$ cat src/rtl/swd_host_pkg.sv
// swd_host shared types: FSM states, ACK codes, bit counts
// and the request/parity helpers.
package swd_host_pkg;

    typedef enum logic [3:0] {
        S_IDLE,
        S_LRST,
        S_REQ,
        S_TRN1,
        S_ACK,
        S_RDATA,
        S_TRN2,
        S_WDATA,
        S_TAIL
    } state_e;

    localparam logic [2:0] ACK_OK    = 3'b001;
    localparam logic [2:0] ACK_WAIT  = 3'b010;
    localparam logic [2:0] ACK_FAULT = 3'b100;

    localparam int LRST_BITS = 56;
    localparam int REQ_BITS  = 8;

    function automatic logic parity(input logic [31:0] d);
        return ^d;
    endfunction

    // LSB first on the wire: start, APnDP, RnW, A2, A3, par, stop, park
    function automatic logic [7:0] req_byte(
        input logic       apndp,
        input logic       rnw,
        input logic [1:0] addr
    );
        logic p;
        p = apndp ^ rnw ^ addr[0] ^ addr[1];
        return {1'b1, 1'b0, p, addr[1], addr[0], rnw, apndp, 1'b1};
    endfunction

endpackage

$ cat src/rtl/swd_host_if.sv
// swd_host parallel request/response port bundle.
// master = requester side, slave = swd_host side.
interface swd_host_if;
    logic        req_valid;
    logic        req_ready;
    logic        req_lrst;
    logic        req_apndp;
    logic        req_rnw;
    logic [1:0]  req_addr;
    logic [31:0] req_wdata;
    logic        rsp_valid;
    logic [2:0]  rsp_ack;
    logic [31:0] rsp_rdata;
    logic        rsp_perr;

    modport master (
        output req_valid, req_lrst, req_apndp, req_rnw,
        output req_addr, req_wdata,
        input  req_ready, rsp_valid, rsp_ack, rsp_rdata, rsp_perr
    );

    modport slave (
        input  req_valid, req_lrst, req_apndp, req_rnw,
        input  req_addr, req_wdata,
        output req_ready, rsp_valid, rsp_ack, rsp_rdata, rsp_perr
    );
endinterface

$ cat src/rtl/swd_host_bit_timer.sv
// SWD bit-cell timer: CLK_DIV low cycles then CLK_DIV high cycles,
// with launch, sample and end-of-cell strobes.
module swd_bit_timer #(
    parameter int CLK_DIV = 4
) (
    input  logic clk_i,
    input  logic rst_ni,
    input  logic run_i,
    input  logic start_i,
    output logic swclk_o,
    output logic drive_stb_o,
    output logic sample_stb_o,
    output logic cell_end_o
);
    localparam int CW = (CLK_DIV > 1) ? $clog2(CLK_DIV) : 1;
    localparam logic [CW-1:0] LAST = CW'(CLK_DIV - 1);

    logic [CW-1:0] cnt_q, cnt_d;
    logic          high_q, high_d;
    logic          last;

    assign last = (cnt_q == LAST);

    always_comb begin
        cnt_d  = cnt_q;
        high_d = high_q;
        if (!run_i) begin
            cnt_d  = '0;
            high_d = 1'b0;
        end else if (last) begin
            cnt_d  = '0;
            high_d = ~high_q;
        end else begin
            cnt_d = cnt_q + 1'b1;
        end
    end

    always_ff @(posedge clk_i) begin
        if (!rst_ni) begin
            cnt_q  <= '0;
            high_q <= 1'b0;
        end else begin
            cnt_q  <= cnt_d;
            high_q <= high_d;
        end
    end

    assign swclk_o      = high_q;
    assign sample_stb_o = run_i & ~high_q & last;
    assign cell_end_o   = run_i & high_q & last;
    // registered outputs loaded here appear in the next low phase
    assign drive_stb_o  = start_i | cell_end_o;

endmodule

$ cat src/rtl/swd_host.sv
// SWD host: runs one DP/AP transaction or a line reset per request
// over SWCLK/SWDIO, reporting ACK, read data and parity status.
module swd_host
    import swd_host_pkg::*;
#(
    parameter int CLK_DIV   = 4,
    parameter int IDLE_BITS = 8
) (
    input  logic       CLKIN,
    input  logic       nSRSTIN,
    swd_host_if.slave  bus,
    output logic       SWCLK,
    output logic       SWDIO_o,
    output logic       SWDIO_oe,
    input  logic       SWDIO_i
);
    state_e      state_q, state_d;
    logic [5:0]  cnt_q, cnt_d;
    logic [32:0] sr_q, sr_d;
    logic [2:0]  ack_q, ack_d, ack_in;
    logic        rdok_q, rdok_d;
    logic        rnw_q;
    logic [31:0] wdata_q;
    logic        dout_q, dout_d, oe_q, oe_d;
    logic        din_q;
    logic        rsp_valid_q, rsp_perr_q;
    logic [2:0]  rsp_ack_q;
    logic [31:0] rsp_rdata_q;
    logic        accept, run, to_tail, done;
    logic        drive_stb, sample_stb, cell_end;

    assign accept = bus.req_valid & (state_q == S_IDLE);
    assign run    = (state_q != S_IDLE);
    assign ack_in = {din_q, ack_q[2:1]};

    swd_bit_timer #(.CLK_DIV(CLK_DIV)) u_timer (
        .clk_i        (CLKIN),
        .rst_ni       (nSRSTIN),
        .run_i        (run),
        .start_i      (accept),
        .swclk_o      (SWCLK),
        .drive_stb_o  (drive_stb),
        .sample_stb_o (sample_stb),
        .cell_end_o   (cell_end)
    );

    always_comb begin
        state_d = state_q;
        cnt_d   = cnt_q;
        sr_d    = sr_q;
        ack_d   = ack_q;
        rdok_d  = rdok_q;
        to_tail = 1'b0;
        done    = 1'b0;
        if (run && cell_end) cnt_d = cnt_q + 6'd1;
        unique case (state_q)
            S_IDLE: if (bus.req_valid) begin
                cnt_d  = '0;
                rdok_d = 1'b0;
                if (bus.req_lrst) begin
                    state_d = S_LRST;
                    ack_d   = ACK_OK;
                end else begin
                    state_d = S_REQ;
                    sr_d    = {25'b0, req_byte(bus.req_apndp,
                                bus.req_rnw, bus.req_addr)};
                end
            end
            S_LRST: if (cell_end && cnt_q == 6'(LRST_BITS - 1))
                to_tail = 1'b1;
            S_REQ: if (cell_end) begin
                sr_d = {1'b0, sr_q[32:1]};
                if (cnt_q == 6'(REQ_BITS - 1)) begin
                    state_d = S_TRN1;
                    cnt_d   = '0;
                end
            end
            S_TRN1: if (cell_end) begin
                state_d = S_ACK;
                cnt_d   = '0;
            end
            S_ACK: if (cell_end) begin
                ack_d = ack_in;
                if (cnt_q == 6'd2) begin
                    cnt_d   = '0;
                    state_d = (ack_in == ACK_OK && rnw_q) ? S_RDATA
                                                          : S_TRN2;
                end
            end
            S_RDATA: if (cell_end) begin
                sr_d = {din_q, sr_q[32:1]};
                if (cnt_q == 6'd32) begin
                    state_d = S_TRN2;
                    cnt_d   = '0;
                    rdok_d  = 1'b1;
                end
            end
            S_TRN2: if (cell_end) begin
                cnt_d = '0;
                if (ack_q == ACK_OK && !rnw_q) begin
                    state_d = S_WDATA;
                    sr_d    = {parity(wdata_q), wdata_q};
                end else begin
                    to_tail = 1'b1;
                end
            end
            S_WDATA: if (cell_end) begin
                sr_d = {1'b0, sr_q[32:1]};
                if (cnt_q == 6'd32) to_tail = 1'b1;
            end
            S_TAIL: if (cell_end && cnt_q == 6'(IDLE_BITS - 1)) begin
                state_d = S_IDLE;
                cnt_d   = '0;
                done    = 1'b1;
            end
            default: state_d = S_IDLE;
        endcase
        if (to_tail) begin
            cnt_d   = '0;
            state_d = S_TAIL;
            if (IDLE_BITS == 0) begin
                state_d = S_IDLE;
                done    = 1'b1;
            end
        end
    end

    always_comb begin
        dout_d = 1'b0;
        oe_d   = 1'b1;
        unique case (state_d)
            S_LRST:                 dout_d = 1'b1;
            S_REQ, S_WDATA:         dout_d = sr_d[0];
            S_TRN1, S_ACK,
            S_RDATA, S_TRN2:        oe_d   = 1'b0;
            default:                dout_d = 1'b0;
        endcase
    end

    always_ff @(posedge CLKIN) begin
        if (!nSRSTIN) begin
            state_q     <= S_IDLE;
            cnt_q       <= '0;
            sr_q        <= '0;
            ack_q       <= '0;
            rdok_q      <= 1'b0;
            rnw_q       <= 1'b0;
            wdata_q     <= '0;
            dout_q      <= 1'b0;
            oe_q        <= 1'b1;
            din_q       <= 1'b0;
            rsp_valid_q <= 1'b0;
            rsp_ack_q   <= '0;
            rsp_rdata_q <= '0;
            rsp_perr_q  <= 1'b0;
        end else begin
            state_q     <= state_d;
            cnt_q       <= cnt_d;
            sr_q        <= sr_d;
            ack_q       <= ack_d;
            rdok_q      <= rdok_d;
            rsp_valid_q <= done;
            if (accept) begin
                rnw_q   <= bus.req_rnw;
                wdata_q <= bus.req_wdata;
            end
            if (drive_stb) begin
                dout_q <= dout_d;
                oe_q   <= oe_d;
            end
            if (sample_stb) din_q <= SWDIO_i;
            if (done) begin
                rsp_ack_q  <= ack_q;
                rsp_perr_q <= rdok_q & (sr_q[32] ^ parity(sr_q[31:0]));
                if (rdok_q) rsp_rdata_q <= sr_q[31:0];
            end
        end
    end

    assign SWDIO_o       = dout_q;
    assign SWDIO_oe      = oe_q;
    assign bus.req_ready = (state_q == S_IDLE);
    assign bus.rsp_valid = rsp_valid_q;
    assign bus.rsp_ack   = rsp_ack_q;
    assign bus.rsp_rdata = rsp_rdata_q;
    assign bus.rsp_perr  = rsp_perr_q;

endmodule

$ cat src/flat_wrapper.sv
// flat-port wrapper written by rule: the top's interface ports become plain ports
module swd_host_flat import swd_host_pkg::*;
#(
    parameter int CLK_DIV   = 4,
    parameter int IDLE_BITS = 8
)
  (CLKIN, nSRSTIN, SWCLK, SWDIO_o, SWDIO_oe, SWDIO_i, bus_req_valid, bus_req_lrst, bus_req_apndp, bus_req_rnw, bus_req_addr, bus_req_wdata, bus_req_ready, bus_rsp_valid, bus_rsp_ack, bus_rsp_rdata, bus_rsp_perr);
  swd_host_if bus_i ();
  input  logic CLKIN;
  input  logic nSRSTIN;
  output logic SWCLK;
  output logic SWDIO_o;
  output logic SWDIO_oe;
  input  logic SWDIO_i;
  input wire logic [$bits(bus_i.req_valid)-1:0] bus_req_valid;
  input wire logic [$bits(bus_i.req_lrst)-1:0] bus_req_lrst;
  input wire logic [$bits(bus_i.req_apndp)-1:0] bus_req_apndp;
  input wire logic [$bits(bus_i.req_rnw)-1:0] bus_req_rnw;
  input wire logic [$bits(bus_i.req_addr)-1:0] bus_req_addr;
  input wire logic [$bits(bus_i.req_wdata)-1:0] bus_req_wdata;
  output wire logic [$bits(bus_i.req_ready)-1:0] bus_req_ready;
  output wire logic [$bits(bus_i.rsp_valid)-1:0] bus_rsp_valid;
  output wire logic [$bits(bus_i.rsp_ack)-1:0] bus_rsp_ack;
  output wire logic [$bits(bus_i.rsp_rdata)-1:0] bus_rsp_rdata;
  output wire logic [$bits(bus_i.rsp_perr)-1:0] bus_rsp_perr;
  assign bus_i.req_valid = bus_req_valid;
  assign bus_i.req_lrst = bus_req_lrst;
  assign bus_i.req_apndp = bus_req_apndp;
  assign bus_i.req_rnw = bus_req_rnw;
  assign bus_i.req_addr = bus_req_addr;
  assign bus_i.req_wdata = bus_req_wdata;
  assign bus_req_ready = bus_i.req_ready;
  assign bus_rsp_valid = bus_i.rsp_valid;
  assign bus_rsp_ack = bus_i.rsp_ack;
  assign bus_rsp_rdata = bus_i.rsp_rdata;
  assign bus_rsp_perr = bus_i.rsp_perr;
  swd_host #(.CLK_DIV(CLK_DIV), .IDLE_BITS(IDLE_BITS)) u_core (.CLKIN(CLKIN), .nSRSTIN(nSRSTIN), .bus(bus_i), .SWCLK(SWCLK), .SWDIO_o(SWDIO_o), .SWDIO_oe(SWDIO_oe), .SWDIO_i(SWDIO_i));
endmodule
$ cat config.mk
export PLATFORM = sky130hd
export DESIGN_NAME = swd_host_flat
export DESIGN_NICKNAME = d
export VERILOG_FILES = /design/src/rtl/swd_host_pkg.sv /design/src/rtl/swd_host_if.sv /design/src/rtl/swd_host_bit_timer.sv /design/src/rtl/swd_host.sv /design/src/flat_wrapper.sv
export SDC_FILE = /design/constraint.sdc
export NUM_CORES = 1
export LEC_CHECK = 0
export ABC_CLOCK_PERIOD_IN_PS = 2780
export CAP_MARGIN = 5
export CORE_MARGIN = 2
export CORE_UTILIZATION = 54
export DETAILED_ROUTE_END_ITERATION = 16
export HOLD_SLACK_MARGIN = 0.05
export PLACE_DENSITY = 0.82
export SLEW_MARGIN = 30
export SYNTH_ARGS = -nofsm -noshare
export SYNTH_HDL_FRONTEND = slang
export SYNTH_SLANG_ARGS = --single-unit
$ cat constraint.sdc
create_clock -name CLKIN -period 2.78 [get_ports CLKIN]
set_clock_uncertainty 0.1 [all_clocks]
set_input_delay 0.556 -clock CLKIN [delete_from_list [all_inputs] [get_ports CLKIN]]
set_output_delay 0.556 -clock CLKIN [all_outputs]
set_load 0.02 [all_outputs]
==> results of run 1 <==
flip-flops by register name, summed over array words and instances (netlist names), 2 cells and up:
register and cells:
u_core.bus.rsp_ack 3, u_core.cnt_q 6, u_core.ack_q 3, u_core.sr_q 33, u_core.bus.rsp_rdata 32, u_core.u_timer.cnt_q 2
u_core.wdata_q 32, u_core.state_q 4
area by class of cell:
type | count | area [um^2]
Timing Repair Buffer | 100 | 966
Inverter | 8 | 30.0
Fill cell | 802 | 2780
Sequential cell | 123 | 2460
Tap cell | 133 | 166
Multi-Input combinational cell | 483 | 2800
Clock buffer | 25 | 484
Clock inverter | 6 | 134
logic make-up (layout without fill, tap and decap cells):
family	Yosys count	after routing	share of synthesized area [%]
AND/OR/NAND/NOR	258	258	20.6
adder cells (fa/ha/maj)	4	4	0.915
buffers and inverters	53	139	4.00
multiplexers	1	1	0.183
AO/OA/AOI/OAI	147	147	17.4
flip-flops	123	123	45.0
XOR/XNOR	73	73	11.9
power by group through the flow:
stage / clock, W / sequential [W] / combinational, W
after floorplan: 0 / 0.00189 / 0.000374
after global placement: 0 / 0.00190 / 0.000516
after detailed placement: 0 / 0.00190 / 0.000523
after CTS: 0.00231 / 0.00186 / 0.000529
after global routing: 0.00239 / 0.00187 / 0.000578
final: 0.00229 / 0.00187 / 0.000529
cells in the final DEF, fill, tap and decap left out, drive strengths merged, types with 4 or more instances in the layout:
master / netlist / final
a21oi: 88 / 88
a222oi: 30 / 30
buf: 6 / 19
bufinv: 0 / 4
clkbuf: 39 / 25
clkdlybuf4s50: 0 / 81
dfxtp: 123 / 123
ha: 4 / 4
inv: 8 / 8
nand2: 162 / 162
nand3: 9 / 9
nor2: 46 / 46
nor3: 8 / 8
nor4: 4 / 4
o21ai: 11 / 11
xnor2: 58 / 58
xor2: 14 / 14
path summary, 6_finish.rpt:
kind,startpoint,end,cells past startpoint
hold / removal,u_core.u_timer.cnt_q[0]$_SDFF_PP0_,u_core.u_timer.cnt_q[0]$_SDFF_PP0_,1
hold reg to reg,u_core.u_timer.cnt_q[0]$_SDFF_PP0_,u_core.u_timer.cnt_q[0]$_SDFF_PP0_,1
setup reg to reg,u_core.ack_q[2]$_SDFFE_PN0P_,u_core.SWDIO_o$_SDFFE_PN0P_,8
setup / recovery,u_core.state_q[3]$_SDFF_PN0_,bus_req_ready,4
layer usage:
layer	vias up	share of wire (%)	routed length, um
met5	-	0	0
li1	2430	-	-
met2	185	48	6970
met4	0	2.2	317
met3	27	6.2	898
met1	2408	43	6300
worst max-delay path: cells and delay by family, from the launching register on:
family / cells / cell delay [ns]
buffers and inverters: 2 / 0.87
AND/OR/NAND/NOR: 2 / 0.37
flip-flops: 1 / 0.31
synthesized netlist by cell type, drive strengths merged, types with 4 or more instances:
master and number:
clkbuf 39, o21ai 11, nor2 46, a21oi 88, nor4 4, a222oi 30, xor2 14, dfxtp 123
xnor2 58, ha 4, buf 6, nand3 9, nand2 162, inv 8, nor3 8
through the flow:
stage	cells	util (%)	worst slack, ns
6_report	878	71.7	0.0634
5_1_grt	878	71.7	0.00640
4_1_cts	878	71.7	0.0863
3_5_place_dp	847	65.4	0.189
3_3_place_gp	847	65.4	0.248
2_1_floorplan	659	-	0.483
==> run summary, run 1 <==
Status: complete, no violations
Clock Tree Buf Depth: 2
Diode count: 0
Critical Path Source Type: register
Synth area leaders: dfxtp_1 (45%), nand2_1 (11%), xnor2_1 (9.3%), a21oi_1 (8.0%), a222oi_1 (5.5%)
Clk_lat worst skew: 0.52 ns
Die area: 11000 um^2
Critical path endpoint category: output port
Period utilisation layout: 97.7%
Core Area: 9820 um^2
Clock power share: 48.9%
Initial Utilization: 55.7%
Maximum fanout along the worst path: 11
First-pass GRT wire length: 24.1 mm
Critical path cell sequence: nor2_1, nand2_2, inv_2, clkdlybuf4s50_1
Number of H-tree levels: 4
Pre-Repair DR Iteration Count: 8
Async S/R FF share, synth: 0%
CTS resizes: 0
Final ANT Viol Nets: 0
Worst slew margin: 61.1%
Cell area after synthesis: 5470 um^2
Design Power: 0.00469 W
CTS tree: done
TNS Setup: 0 ns
Max Cap Viol: 0
Min cycle time layout: 2.72 ns
DRC violation count after routing: 0
Syn_nets: 704
Worst hold path class: reg -> reg
Sw Ratio: 23.0%
F_max: 368 MHz
Comb power frac: 11.3%
Syn-to-layout area delta: 28.8%
Worst path arrival time: 2.06 ns
Vias in the first global route: 5031
Biggest area consumer among synthesized cells: dfxtp_1
GR Layer Usage met1: 34.8%
Worst-margin pin slew: 0.581 ns
Hold WS: 0.339 ns
PortBufs: 81
Pins Over Slew Limit: 0
Seq cells post-synth: 123
Top cell type's share of synthesized area: 45.0%
Final setup viols: 0
Post-CTS Setup Inserts: 0
Via count: 5050
P_int: 0.00361 W
Worst vdd ir: 0.305 mV
Via density: 5.75
Met2 usage: 44.6%
Final hold viol count: 0
Layout cells sized above 1: 7.79%
Register share of total power: 39.8%
Clock slew at reported path FFs: 0.06 ns
Pin count of the biggest net entering global routing: 104
Placer Congestion: 0.870
FF-to-FF setup slack: 0.25 ns
Initial DRC count: 473
Slowest stage delay, CP: 0.65 ns
Initial antenna violation count: 0
Critical-path top delay cell: clkdlybuf4s50_1
WL/cell: 16.5 um
Final Cell Area: 7040 um^2
Syn. warnings: 0
Cts bufs inserted: 17
DP HPWL: 9.69 mm
Busiest grt layer: met2
Final wirelength: 14.5 mm
Hold_buf cts: 0
Post-Synthesis Cells: 659
Unique masters post-synth: 55
Worst path required time: 2.12 ns
NetSw: 0.00108 W
Mean area per synthesized cell: 8.30 um^2
EDFF count, synth: 0
Crit Path Class: reg -> out
Leak pwr: 2.46 nW
Sequential share of the synthesized area: 45.0%
Placed Instance Area: 6430 um^2
CTS Root Cell: clkbuf_8
Pwr dens: 665 nW/um^2
# IOs: 82
Die height: 105 um
RSZ-0062 raised after global routing: no
Grt ovf: 0
CTS sink cnt: 123
Row cnt: 36
GRT Total Usage: 27.2%
Routing usage on met3: 4.93%
Prevailing post-synth register cell: dfxtp_1
Fin nets: 778
Die W: 105 um
Note: power is estimated with default switching activity, not from simulation.
==> run 2: changes to the inputs <==
--- a/config.mk
+++ b/config.mk
@@ -7,11 +7,13 @@
 export LEC_CHECK = 0
 export ABC_CLOCK_PERIOD_IN_PS = 2780
 export CAP_MARGIN = 5
+export CORE_ASPECT_RATIO = 0.8
 export CORE_MARGIN = 2
-export CORE_UTILIZATION = 54
+export CORE_UTILIZATION = 56
+export CTS_BUF_LIST = sky130_fd_sc_hd__clkbuf_4 sky130_fd_sc_hd__clkbuf_8
 export DETAILED_ROUTE_END_ITERATION = 16
 export HOLD_SLACK_MARGIN = 0.05
-export PLACE_DENSITY = 0.82
+export PLACE_DENSITY = 0.84
 export SLEW_MARGIN = 30
 export SYNTH_ARGS = -nofsm -noshare
 export SYNTH_HDL_FRONTEND = slang
==> run 2 against run 1 <==
- non-clock buffer count grew 1
- die area shrank 3.4%
- core utilization shrank 0.12 points
- routed wire length grew 5.7%
- via count grew 3.1%
- design area shrank 2.7%
- largest cell class unchanged
==> run summary, run 2 (same netlist as run 1, synthesis figures left out) <==
CTS tree: done
Pwr dens: 583 nW/um^2 (-12%)
Critical Path Source Type: register
Final ANT Viol Nets: 0 (unchanged)
Cts bufs inserted: 17 (unchanged)
Worst-margin pin slew: 0.668 ns (+0.0864 ns)
# fillers: 718 (-10%)
Final Cell Area: 6850 um^2 (-2.7%)
FF-to-FF setup slack: 0.17 ns (-0.08 ns)
Min cycle time layout: 2.61 ns (-0.110 ns)
Status: complete, no violations
Critical-path top delay cell: or4_1
GRT Total Usage: 30.4% (+3.2 points)
Diode count: 0 (unchanged)
F_max: 384 MHz (+4.2%)
Period utilisation layout: 93.8% (-4.0 points)
Layout cells sized above 1: 8.70% (+0.92 points)
Worst path required time: 3.07 ns (+0.95 ns)
Worst Hold Path EP: u_core.u_timer.cnt_q[0]$_SDFF_PP0_
Pre-Repair DR Iteration Count: 7 (-1)
Crit Path Class: reg -> reg
Worst path arrival time: 2.89 ns (+0.83 ns)
Grt ovf: 0 (unchanged)
CTS sink cnt: 123 (unchanged)
DRC violation count after routing: 0 (unchanged)
Most common cell after layout, fill and taps aside: nand2_1
Clk_lat worst skew: 0.45 ns (-0.07 ns)
Reg-to-Reg Start: u_core.u_timer.cnt_q[0]$_SDFF_PP0_
Die W: 115 um (+9.4%)
Vias in the first global route: 5054 (+0.46%)
Worst Path Buf+Inv: 0 (-2)
Final wirelength: 15.3 mm (+5.7%)
Placed Instance Area: 6440 um^2 (+0.23%)
Worst hold path class: reg -> reg
Critical path cell sequence: ha_1, nand2_1, or4_1, o211ai_1, nand2_1, a211o_1, a21oi_2
DP HPWL: 10.4 mm (+7.4%)
Post-CTS Setup Inserts: 0 (unchanged)
Critical path endpoint category: register
Row cnt: 32 (-11%)
TNS Setup: 0 ns (unchanged)
Commonest non-fill, non-tap cells in the layout: nand2_1 (161), dfxtp_1 (123), a21oi_1 (87), clkdlybuf4s50_1 (80), xnor2_1 (58)
RSZ-0062 raised after global routing: no
CP top delay family: simple AND/OR/NAND/NOR gates
Final hold viol count: 0 (unchanged)
Via density: 6.01 (+4.5%)
Initial DRC count: 645 (+36%)
Reg-to-Reg End: u_core.SWDIO_o$_SDFFE_PN0P_
Initial antenna violation count: 0 (unchanged)
Core Area: 9570 um^2 (-2.5%)
Via count: 5207 (+3.1%)
Worst slew margin: 54.9% (-6.2 points)
Final setup viols: 0 (unchanged)
Leak pwr: 2.36 nW (-4.0%)
Worst vdd ir: 0.340 mV (+12%)
Placer Congestion: 0.925 (+6.3%)
Hold path cells: 1 (unchanged)
Slowest stage delay, CP: 0.64 ns (about the same)
Reg2reg path depth: 7 (-1)
Syn-to-layout area delta: 25.3%
Fin nets: 779 (+0.13%)
Pin count of the biggest net entering global routing: 37 (-64%)
PortBufs: 81 (unchanged)
Die height: 92.4 um (-12%)
FF+latch area: 2460 um^2 (unchanged)
Die area: 10600 um^2 (-3.4%)
Pins Over Slew Limit: 0 (unchanged)
Number of flip-flops under the largest register name: 33 (unchanged)
First-pass GRT wire length: 25.0 mm (+4.0%)
Initial Utilization: 57.2% (+1.5 points)
Clock slew at reported path FFs: 0.08 ns (+0.02 ns)
Hold WS: 0.347 ns (+0.00848 ns)
Cell repeated most along the worst path: nand2_1
CTS Root Cell: clkbuf_8
Clock Tree Buf Depth: 2 (unchanged)
WL/cell: 17.7 um (+7.1%)
Most flop-heavy register: u_core.sr_q
Footprint of the multi-input gates: 2800 um^2 (about the same)
Number of H-tree levels: 4 (unchanged)
Maximum fanout along the worst path: 9 (-2)
Hold_sp: u_core.u_timer.cnt_q[0]$_SDFF_PP0_
# IOs: 82 (unchanged)
Max Cap Viol: 0 (unchanged)
run 2: power breakdown:
group	leakage, nW	internal, W	switching, W
logic	1.17	0.000250	0.000277
registers	0.998	0.00181	0.0000606
clock network	0.186	0.000844	0.000752
run 2: worst max-delay path by stage:
stage | end | slack [ns] | depth (start not counted) | from
after floorplan | u_core.SWDIO_o$_SDFFE_PN0P_ | 0.48 | 7 | u_core.u_timer.swclk_o$_SDFFE_PN0N_
after global placement | u_core.SWDIO_o$_SDFFE_PN0P_ | 0.25 | 7 | bus_req_valid
after detailed placement | u_core.SWDIO_o$_SDFFE_PN0P_ | 0.16 | 8 | bus_req_valid
after CTS | bus_req_ready | 0.03 | 4 | u_core.state_q[3]$_SDFF_PN0_
after global routing | u_core.SWDIO_o$_SDFFE_PN0P_ | 0.01 | 9 | u_core.u_timer.cnt_q[0]$_SDFF_PP0_
final | u_core.SWDIO_o$_SDFFE_PN0P_ | 0.17 | 7 | u_core.u_timer.cnt_q[0]$_SDFF_PP0_
run 2: cell type report:
type	count	share of cell area, %
Multi-Input combinational cell	483	40.9
Sequential cell	123	35.9
Timing Repair Buffer	101	14.6
Clock buffer	19	3.82
Tap cell	119	2.17
Clock inverter	13	2.12
Inverter	8	0.438
run 2: routing by layer:
metal / track usage [%] / vias up / part of all wire (%)
li1: - / 2422 / -
met1: 41.1 / 2486 / 43
met2: 46.4 / 272 / 45
met3: 9.16 / 27 / 10
met4: 10.4 / 0 / 1.8
met5: 0 / - / 0
run 2: repair_timing:
action | CTS | global route
hold endpoints to repair | 0 | 0
hold buffers | 0 | 0
resized for setup | 0 | 2
setup endpoints to repair | 0 | 1
run 2: per-stage QoR:
stage | setup slack (ns) | total power (W) | util, % | cells
2_1_floorplan | 0.483 | 0.00226 | - | 659
3_3_place_gp | 0.254 | 0.00241 | 67.3 | 834
3_5_place_dp | 0.155 | 0.00243 | 67.3 | 834
4_1_cts | 0.0270 | 0.00400 | 71.6 | 866
5_1_grt | 0.0111 | 0.00415 | 71.6 | 866
6_report | 0.173 | 0.00399 | 71.6 | 866
==> run 3: changes to the inputs <==
--- a/config.mk
+++ b/config.mk
@@ -13,7 +13,7 @@
 export CTS_BUF_LIST = sky130_fd_sc_hd__clkbuf_4 sky130_fd_sc_hd__clkbuf_8
 export DETAILED_ROUTE_END_ITERATION = 16
 export HOLD_SLACK_MARGIN = 0.05
-export PLACE_DENSITY = 0.84
+export PLACE_DENSITY = 0.82
 export SLEW_MARGIN = 30
 export SYNTH_ARGS = -nofsm -noshare
 export SYNTH_HDL_FRONTEND = slang
==> run 3 against run 2 <==
- global-route usage fell by 2.5 points
- maximum frequency fell by 2.4%
- die area did not move
- non-clock buffer count rose by 1
- largest cell class unchanged
- sequential share of layout area fell by 0.092 points
- hold slack got worse by 0.0088 ns
- largest power group unchanged
- critical path depth fell by 3
- routed wire length fell by 8.2%
- clock power rose by 7%
==> run summary, run 3 (same netlist as run 1, synthesis figures left out) <==
Worst-margin pin slew: 0.461 ns (-0.206 ns)
Core Area: 9570 um^2 (unchanged)
PortBufs: 81 (unchanged)
RSZ-0062 raised after global routing: no
Post-CTS Setup Inserts: 0 (unchanged)
Critical-path top delay cell: clkdlybuf4s50_1
Most common cell after layout, fill and taps aside: nand2_1
Pins Over Slew Limit: 0 (unchanged)
Worst path required time: 2.12 ns (-0.95 ns)
Grt ovf: 0 (unchanged)
CTS tree: done
Pre-Repair DR Iteration Count: 12 (+5)
Syn-to-layout area delta: 25.6%
# IOs: 82 (unchanged)
Diode count: 0 (unchanged)
Die area: 10600 um^2 (unchanged)
CTS Root Cell: clkbuf_8
TNS Setup: 0 ns (unchanged)
Most flop-heavy register: u_core.sr_q
Clock slew at reported path FFs: 0.07 ns (about the same)
CTS resizes: 0 (unchanged)
Final hold viol count: 0 (unchanged)
Hold_buf cts: 0 (unchanged)
Number of H-tree levels: 4 (unchanged)
Die height: 92.4 um (unchanged)
Commonest non-fill, non-tap cells in the layout: nand2_1 (161), dfxtp_1 (123), a21oi_1 (87), clkdlybuf4s50_1 (81), xnor2_1 (58)
Maximum fanout along the worst path: 11 (+2)
Clock Tree Buf Depth: 2 (unchanged)
Final ANT Viol Nets: 0 (unchanged)
Critical Path Source Type: register
Period utilisation layout: 96.1% (+2.3 points)
GRT Total Usage: 27.9% (-2.5 points)
Final wirelength: 14.1 mm (-8.2%)
Critical path endpoint category: output port
Clk_lat worst skew: 0.44 ns (about the same)
Placer Congestion: 0.847 (-8.5%)
Die W: 115 um (unchanged)
Pin count of the biggest net entering global routing: 39 (+5.4%)
Fin nets: 780 (+0.13%)
Pwr dens: 598 nW/um^2 (+2.5%)
Layout cells sized above 1: 8.69% (-0.012 points)
Worst slew margin: 68.8% (+14 points)
Via count: 5009 (-3.8%)
DP HPWL: 9.83 mm (-5.5%)
Max Cap Viol: 0 (unchanged)
First-pass GRT wire length: 23.3 mm (-6.9%)
WL/cell: 16.2 um (-8.3%)
Via density: 5.78 (-3.9%)
Final setup viols: 0 (unchanged)
Status: complete, no violations
Worst vdd ir: 0.345 mV (+1.4%)
Vias in the first global route: 4795 (-5.1%)
Initial Utilization: 57.2% (unchanged)
Share of the core filled with cells: 71.8% (+0.18 points)
CTS sink cnt: 123 (unchanged)
Crit Path Class: reg -> out
Row cnt: 32 (unchanged)
Worst path arrival time: 2.01 ns (-0.88 ns)
Initial DRC count: 624 (-3.3%)
F_max: 374 MHz (-2.4%)
Number of flip-flops under the largest register name: 33 (unchanged)
DRC violation count after routing: 0 (unchanged)
Min cycle time layout: 2.67 ns (+0.0642 ns)
Worst hold path class: reg -> reg
Leak pwr: 2.38 nW (+1.1%)
Critical path cell sequence: nor2_1, nand2_2, inv_2, clkdlybuf4s50_1
Initial antenna violation count: 0 (unchanged)
Cts bufs inserted: 17 (unchanged)
Slowest stage delay, CP: 0.64 ns (about the same)
-- run 3: routing by layer --
layer	vias up	share of wire, %	GRT usage, %
met5	-	0	0
met2	226	44	42.0
met3	20	8.2	6.02
li1	2422	-	-
met1	2341	47	39.8
met4	0	1.5	9.45
-- run 3: worst max-delay path: cells and delay by family (launching register included) --
| kind | cells | cell delay, ns |
|---|---|---|
| flops | 1 | 0.35 |
| buf+inv | 2 | 0.84 |
| simple gates | 2 | 0.39 |
-- run 3: worst paths after layout --
check / end / startpoint / cells past startpoint / slack (ns)
worst min register to register: u_core.u_timer.cnt_q[0]$_SDFF_PP0_ / u_core.u_timer.cnt_q[0]$_SDFF_PP0_ / 1 / 0.34
worst max-delay path: bus_req_ready / u_core.state_q[3]$_SDFF_PN0_ / 4 / 0.11
worst min-delay path: u_core.u_timer.cnt_q[0]$_SDFF_PP0_ / u_core.u_timer.cnt_q[0]$_SDFF_PP0_ / 1 / 0.34
worst max register to register: u_core.SWDIO_o$_SDFFE_PN0P_ / u_core.state_q[0]$_SDFF_PN0_ / 9 / 0.26
-- run 3: final cells by class --
cell class / count / area, um^2
flip-flops and latches: 123 / 2460
multi-input cells: 483 / 2800
well taps: 119 / 149
inverters: 8 / 30.0
repair buffers: 102 / 993
fillers: 766 / 2700
clock inverters: 12 / 171
clock buffers: 20 / 263
-- run 3: where the power goes --
part | switching [W] | internal, W | total (W)
combinational | 0.000277 | 0.000251 | 0.000528
sequential | 0.0000544 | 0.00181 | 0.00187
clock | 0.000699 | 0.00101 | 0.00171
total | 0.00103 | 0.00308 | 0.00411
-- run 3: stage by stage --
stage / cells / hold WS [ns] / area, um^2 / worst slack (ns) / total power (W)
after floorplan: 659 / 0.304 / 5470 / 0.483 / 0.00226
after global placement: 835 / 0.312 / 6440 / 0.245 / 0.00241
after detailed placement: 835 / 0.332 / 6440 / 0.199 / 0.00242
after CTS: 867 / 0.343 / 6870 / 0.126 / 0.00412
after global routing: 867 / 0.372 / 6870 / 0.0306 / 0.00425
final: 867 / 0.339 / 6870 / 0.109 / 0.00411
